==> src/rtl/mem_access.sv <==
// rtl/mem_access.sv - memory-access pipeline stage with ready/ack data bus; optional MEM_ALIGN_CHECK_EN alignment trap
package mem_access_pkg;

    typedef struct packed {
        logic [31:0] alu_result;
        logic [31:0] write_data;
        logic        mem_write;
        logic        mem_read;
        logic        reg_write;
        logic [4:0]  rd;
    } ex_to_mem_s;

    typedef struct packed {
        logic [31:0] result;
        logic [4:0]  rd;
        logic        reg_write;
    } mem_to_wb_s;

endpackage

module mem_access
    import mem_access_pkg::*;
#(
    parameter int unsigned TIMEOUT_CYCLES = 16
) (
    input  logic        clk,
    input  logic        rst,
    input  ex_to_mem_s  ex_to_mem,
    output logic        dmem_req,
    output logic        dmem_we,
    output logic [31:0] dmem_addr,
    output logic [31:0] dmem_wdata,
    input  logic        dmem_ack,
    input  logic [31:0] dmem_rdata,
    output mem_to_wb_s  mem_to_wb,
    output logic [31:0] bp_mem,
    output logic        stall_mem,
    output logic        bus_err,
    output logic        align_err
);

    localparam int unsigned   CW       = $clog2(TIMEOUT_CYCLES + 1);
    localparam logic [CW-1:0] CNT_LAST = CW'(TIMEOUT_CYCLES - 1);
    localparam logic [CW-1:0] CNT_MAX  = {CW{1'b1}};

    typedef enum logic {
        IDLE = 1'b0,
        WAIT = 1'b1
    } state_t;

    state_t        state;
    state_t        state_nx;
    logic [CW-1:0] wait_cnt;
    logic [31:0]   cap_addr;
    logic [31:0]   cap_wdata;
    logic          cap_we;

    logic          access;
    logic          misalign;
    logic          issue;
    logic          req_c;
    logic          we_c;
    logic          stall_c;
    logic          complete;
    logic          timeout;
    logic [31:0]   addr_c;
    logic [31:0]   wdata_c;

    assign access = ex_to_mem.mem_read | ex_to_mem.mem_write;

`ifdef MEM_ALIGN_CHECK_EN
    // A misaligned access is trapped before it reaches the bus; only meaningful while idle
    assign misalign = access && (state == IDLE) && (ex_to_mem.alu_result[1:0] != 2'b00);
`else
    assign misalign = 1'b0;
`endif

    assign issue = access & ~misalign;

    // State register
    always_ff @(posedge clk or posedge rst) begin
        if (rst) begin
            state <= IDLE;
        end else begin
            state <= state_nx;
        end
    end

    // Next state: enter WAIT on an unacknowledged request, leave on ack or timeout
    always_comb begin
        state_nx = state;
        case (state)
            IDLE: if (issue && !dmem_ack) state_nx = WAIT;
            WAIT: if (dmem_ack || (wait_cnt == CNT_LAST)) state_nx = IDLE;
            default: state_nx = IDLE;
        endcase
    end

    // Outputs: bus drive from ex_to_mem while idle, from captured copy while waiting
    always_comb begin
        req_c    = 1'b0;
        we_c     = 1'b0;
        addr_c   = {ex_to_mem.alu_result[31:2], 2'b00};
        wdata_c  = ex_to_mem.write_data;
        stall_c  = 1'b0;
        complete = 1'b0;
        timeout  = 1'b0;
        case (state)
            IDLE: begin
                if (issue) begin
                    req_c = 1'b1;
                    we_c  = ex_to_mem.mem_write;
                    if (dmem_ack) complete = 1'b1;
                    else          stall_c  = 1'b1;
                end
            end
            WAIT: begin
                req_c   = 1'b1;
                we_c    = cap_we;
                addr_c  = cap_addr;
                wdata_c = cap_wdata;
                if (dmem_ack)                    complete = 1'b1;
                else if (wait_cnt == CNT_LAST)   timeout  = 1'b1;
                else                             stall_c  = 1'b1;
            end
            default: ;
        endcase
    end

    assign dmem_req   = req_c & ~rst;
    assign dmem_we    = we_c & ~rst;
    assign stall_mem  = stall_c & ~rst;
    assign dmem_addr  = addr_c;
    assign dmem_wdata = wdata_c;
    assign bp_mem     = ex_to_mem.alu_result;

    // Wait counter and request capture; counter starts at 1 because the first cycle already elapsed
    always_ff @(posedge clk or posedge rst) begin
        if (rst) begin
            wait_cnt  <= '0;
            cap_addr  <= '0;
            cap_wdata <= '0;
            cap_we    <= 1'b0;
        end else if (state == IDLE) begin
            if (stall_c) begin
                wait_cnt  <= CW'(1);
                cap_addr  <= {ex_to_mem.alu_result[31:2], 2'b00};
                cap_wdata <= ex_to_mem.write_data;
                cap_we    <= ex_to_mem.mem_write;
            end
        end else if (stall_c) begin
            if (wait_cnt != CNT_MAX) wait_cnt <= wait_cnt + CW'(1);
        end else begin
            wait_cnt <= '0;
        end
    end

    // Writeback register: bubble while stalled, on timeout or on a trapped access
    always_ff @(posedge clk or posedge rst) begin
        if (rst) begin
            mem_to_wb <= '0;
        end else if (stall_c || timeout || misalign) begin
            mem_to_wb <= '0;
        end else begin
            mem_to_wb.result    <= (complete && !ex_to_mem.mem_write) ? dmem_rdata
                                                                      : ex_to_mem.alu_result;
            mem_to_wb.rd        <= ex_to_mem.rd;
            mem_to_wb.reg_write <= ex_to_mem.reg_write;
        end
    end

    // Sticky bus error on timeout
    always_ff @(posedge clk or posedge rst) begin
        if (rst) begin
            bus_err <= 1'b0;
        end else if (timeout) begin
            bus_err <= 1'b1;
        end
    end

`ifdef MEM_ALIGN_CHECK_EN
    // Sticky alignment error on a trapped access
    always_ff @(posedge clk or posedge rst) begin
        if (rst) begin
            align_err <= 1'b0;
        end else if (misalign) begin
            align_err <= 1'b1;
        end
    end
`else
    assign align_err = 1'b0;
`endif

endmodule

==> config.mk <==
export PLATFORM = sky130hd
export DESIGN_NAME = mem_access
export DESIGN_NICKNAME = d
export VERILOG_FILES = /design/src/rtl/mem_access.sv
export SDC_FILE = /design/constraint.sdc
export NUM_CORES = 1
export LEC_CHECK = 0
export CORE_AREA = 5 5 123 171
export DETAILED_ROUTE_END_ITERATION = 8
export DIE_AREA = 0 0 128 176
export RECOVER_POWER = 50
export SYNTH_ARGS = -nofsm -noshare
export SYNTH_HDL_FRONTEND = slang
export SYNTH_SLANG_ARGS = --single-unit
==> constraint.sdc <==
create_clock -name clk -period 5 [get_ports clk]
set_input_delay 0.5 -clock clk [delete_from_list [all_inputs] [get_ports clk]]
set_output_delay 0.5 -clock clk [all_outputs]
set_load 0.05 [all_outputs]
After elaboration in Yosys (flattened, before gate mapping):

Index checks and enable logic that the tools add are counted.

* flip-flop bits (word level): 108
* bits of input ports: 107
* output and inout port bits: 139
* word-level logic and storage cells: 54

* add/sub/neg operators: 1
* equality and inequality tests: 3
* multiplexer cells: 26
* bitwise gates (word level): 6
* reductions and logical operators: 9

Operator list (count)
* 32-bit 2-to-1 mux: 3
* 38-bit 2-to-1 mux: 1
* 5-bit 2-to-1 mux: 4
* 1-bit 2-to-1 mux: 13
* 1-bit one-hot mux with 2 select lines: 5
* 5-bit by 1-bit adder with 5-bit output, second input constant: 1
* 5-bit by 4-bit == test with 1-bit output, second input constant: 1
* 5-bit != test, second input constant: 1
* 2-bit AND reduction: 2
* 1-bit bitwise AND: 3
* 3-bit by 2-bit != test with 1-bit output, second input constant: 1
* 1-bit logical AND: 2
* 1-bit zero test: 2
* 1-bit logical OR: 2
* 1-bit NOT: 2
* 2-bit nonzero test: 1
* 1-bit OR: 1

Depth between registers and ports, before layout:

* depth after elaboration: 6
* depth in mapped cells: 7

Worst setup path before layout:

OpenSTA, ideal clock, no wires.

* path type: input-to-output
* start: input rst
* end: output stall_mem
* data arrival time: 3.496 ns
* required time: 4.500 ns
* setup slack: 1.004 ns
* cell stages on the path: 2
* buffers on the path: 0
* cells stage by stage: inv_1 -> and3_1

* cells in the longest elaborated chain, start to end: 2

RTL lines
* from (decl): line 27 `input logic rst,`
* 1-bit NOT: line 132 `assign stall_mem = stall_c & ~rst;`
* 1-bit bitwise AND: line 132
* to (decl): line 37 `output logic stall_mem,`

No other way between the ends.

Worst setup path in the final report:

* start: register state
* end: output stall_mem

* cells in the longest elaborated chain, start to end: 3

RTL lines
* from (decl): line 51 `state_t state;`
* from (signal assigned): line 85 `state <= state_nx;`
* 1-bit NOT (no line)
* 1-bit one-hot mux with 2 select lines *: line 108 `case (state)`
* 1-bit bitwise AND *: line 132

Mark *: on every way between the ends. The rest lies on a longest branch, timed or not.

==> impl_metrics.tcl <==
set metrics [dict create \
    wl_per_cell_um 18.4 \
    powerDensity_mw_per_mm2 351 \
    slowest_delay_ns 1.09 \
    critical_path_class "flop to output pin" \
    synth-main-ff-cell "dfrtp_1" \
    vdd_drop_max_mv 0.144 \
    synth_area_leaders "dfrtp_1, mux2_4, mux2_2" \
    max_freq_mhz 264 \
    async_flop_share_pct 100 \
    synth_seq_cells 108 \
    drtAntennaViolNets 0 \
    slew_headroom_pct -39.3 \
    fillers 1836 \
    wl_um 16300 \
    grt_first_pass_wirelength_um 25400 \
    layout-drive-gt1-share_pct 23.6 \
    synth_warnings 0 \
    min_path_type "flop to flop" \
    cts_tree "done" \
    start_util_pct 29.5 \
    hold_viol 0 \
    grt_max_degree 76 \
    clk-insertion-delay-late_ns 0.35 \
    ys_seq_area_share_pct 47.7 \
    min_period_ns 3.78 \
    synth_top_area_cell "dfrtp_1" \
    setup_violations 0 \
    cts_root_buffer "clkbuf_16" \
    cts_sinks 108 \
    multi_input_area_mm2 0.00245 \
    cts_setup_buffers 0 \
    end_kind "output pin" \
    io_pins 246 \
    num_vias 4179 \
    violations "capacitance limit, slew limit" \
    critical_path.slowest_cell "dfrtp_4" \
    drt-vias-per-instance 4.70 \
    die_area_mm2 0.0225 \
    syn_to_final_growth_pct 45.4 \
    power.leakage_nw 3.46 \
    worstSetupStartpointType "flop" \
    hpwl_um 11400 \
    antenna_found_initial 0 \
    globalplace.congestion 0.788 \
    required_ns 4.50 \
    io_buffers 242 \
    drc 0 \
    post_cts_resized 0 \
    critical_path_arrival_ns 3.28 \
    path_buf_inv 2 \
    grt_overflow 0 \
    worst_slew_pin_slew_ns 2.09 \
    core-area_mm2 0.0192 \
    grt.total_usage_pct 14.3 \
    grt_pass1_vias 4604 \
    n_antenna_cell 0 \
    syn_inst 447 \
    status "finished, violations left" \
    drtIter0Drc 161 \
    final_core_util_pct 42.9 \
    syn_avg_cell_area_um2 12.7 \
    placementRows 60 \
    numCtsBuffers 9 \
    die_w_um 128 \
    skew_ns 0.00783 \
    dieHeight_um 176 \
    slew_violations 33 \
    synth_top_area_share_pct 47.7 \
    hold_buffers 0 \
    synth_edf_count 0 \
    ys_top_cells_by_count "dfrtp_1, mux2_2, mux2_4" \
    crit_fanout 75 \
    cts_buffer_depth 2 \
    regArea_mm2 0.00271 \
    finalSetupTns_ns 0 \
    layout.nets 748 \
    first_pass_iters 4 \
    synth_area_mm2 0.00567 \
    ys_types 33 \
    maxCapViolCount 2 \
    clkTransAtPathRegs_ns 0.07 \
    cts_max_level 3 \
    rsz0062_at_grt "no" \
    synth.most_common_cell "dfrtp_1" \
    path_cells "nor3_1 > nor2_4 > buf_4 > and3_1 > clkdlybuf4s50_1" \
    critPathTopFamily "buffers and inverters" \
    fin_crit_sh_pct 75.7 \
]
worst register-to-register path, cell delays in order (launching register included):
cell and delay [ns]:
dfrtp_4 1.09, or2_0 1.62, nand3_1 0.22, a21oi_1 0.24
area by class of cell:
type	instances	share of cell area (%)
multi-input combinational	268	29.7
inverter	4	0.213
clock buffer	9	2.73
timing repair buffer	247	29.8
tap	248	3.76
clock inverter	5	0.956
sequential	108	32.8
routing by layer:
layer  wire length, µm  global-route usage (%)  up-vias  share of wire [%]
met5                 0                       0        -                  0
met1              6600                    16.9     2096                 40
met2              8310                    24.7      155                 51
li1                  -                       -     1913                  -
met4               297                    4.82        0                1.8
met3              1140                    4.18       15                7.0
metrics by stage:
step                      hold WS, ns  cell area, µm²  std cells  power (mW)  worst slack, ns
final                           0.509            8240        889        2.89             1.22
after global routing            0.521            8240        889        3.02            0.965
after CTS                       0.510            8240        889        2.95             1.14
after detailed placement        0.488            7940        875        2.18             1.54
after global placement          0.487            7940        875        2.17             1.60
after floorplan                 0.462            5680        449        1.83             1.00
state kept, by name (all words and copies together) (netlist names):
name	count
cap_we	1
cap_addr	30
mem_to_wb	38
state	1
wait_cnt	5
cap_wdata	32
bus_err	1
cell families after synthesis:
group | synth area share (%)
AO/OA/AOI/OAI | 7.31
adder cells (fa/ha/maj) | 0.662
buffers and inverters | 9.53
flip-flops | 47.7
multiplexers | 29.0
other | 0.0661
AND/OR/NAND/NOR | 5.78
where the power goes:
| part | switching [mW] | internal, mW |
|---|---|---|
| clock | 0.316 | 0.433 |
| sequential | 0.0730 | 0.995 |
| combinational | 0.614 | 0.461 |
| total | 1.00 | 1.89 |
placed cells by master (no fill, tap or decap), types with 3 or more instances in the layout:
cell             Yosys  layout
nor2_1               6       4
dfrtp_1            108     107
dlygate4sd3_1        0      50
nand3_1             32      32
clkbuf_16            0       9
mux2_4              60      60
a21oi_1             32      32
nor2b_1              9       8
buf_4               36       4
o22ai_1              3       3
ha_1                 3       3
clkdlybuf4s50_1      0     192
conb_1               1       3
mux2_2              65      65
inv_1                4       3
o21ai_0             34      34
worst paths after layout:
check | from | to | slack, ns | depth (start not counted)
min in group asynchronous | rst | mem_to_wb[1] | 0.76 | 2
worst min-delay path | cap_addr[13] | cap_addr[13] | 0.51 | 1
worst max-delay path | state | stall_mem | 1.22 | 5
worst max register to register | state | mem_to_wb[10] | 1.75 | 3
max in group asynchronous | rst | state | 2.13 | 3
worst min register to register | cap_addr[13] | cap_addr[13] | 0.51 | 1
Note: power is estimated with default switching activity, not from simulation.
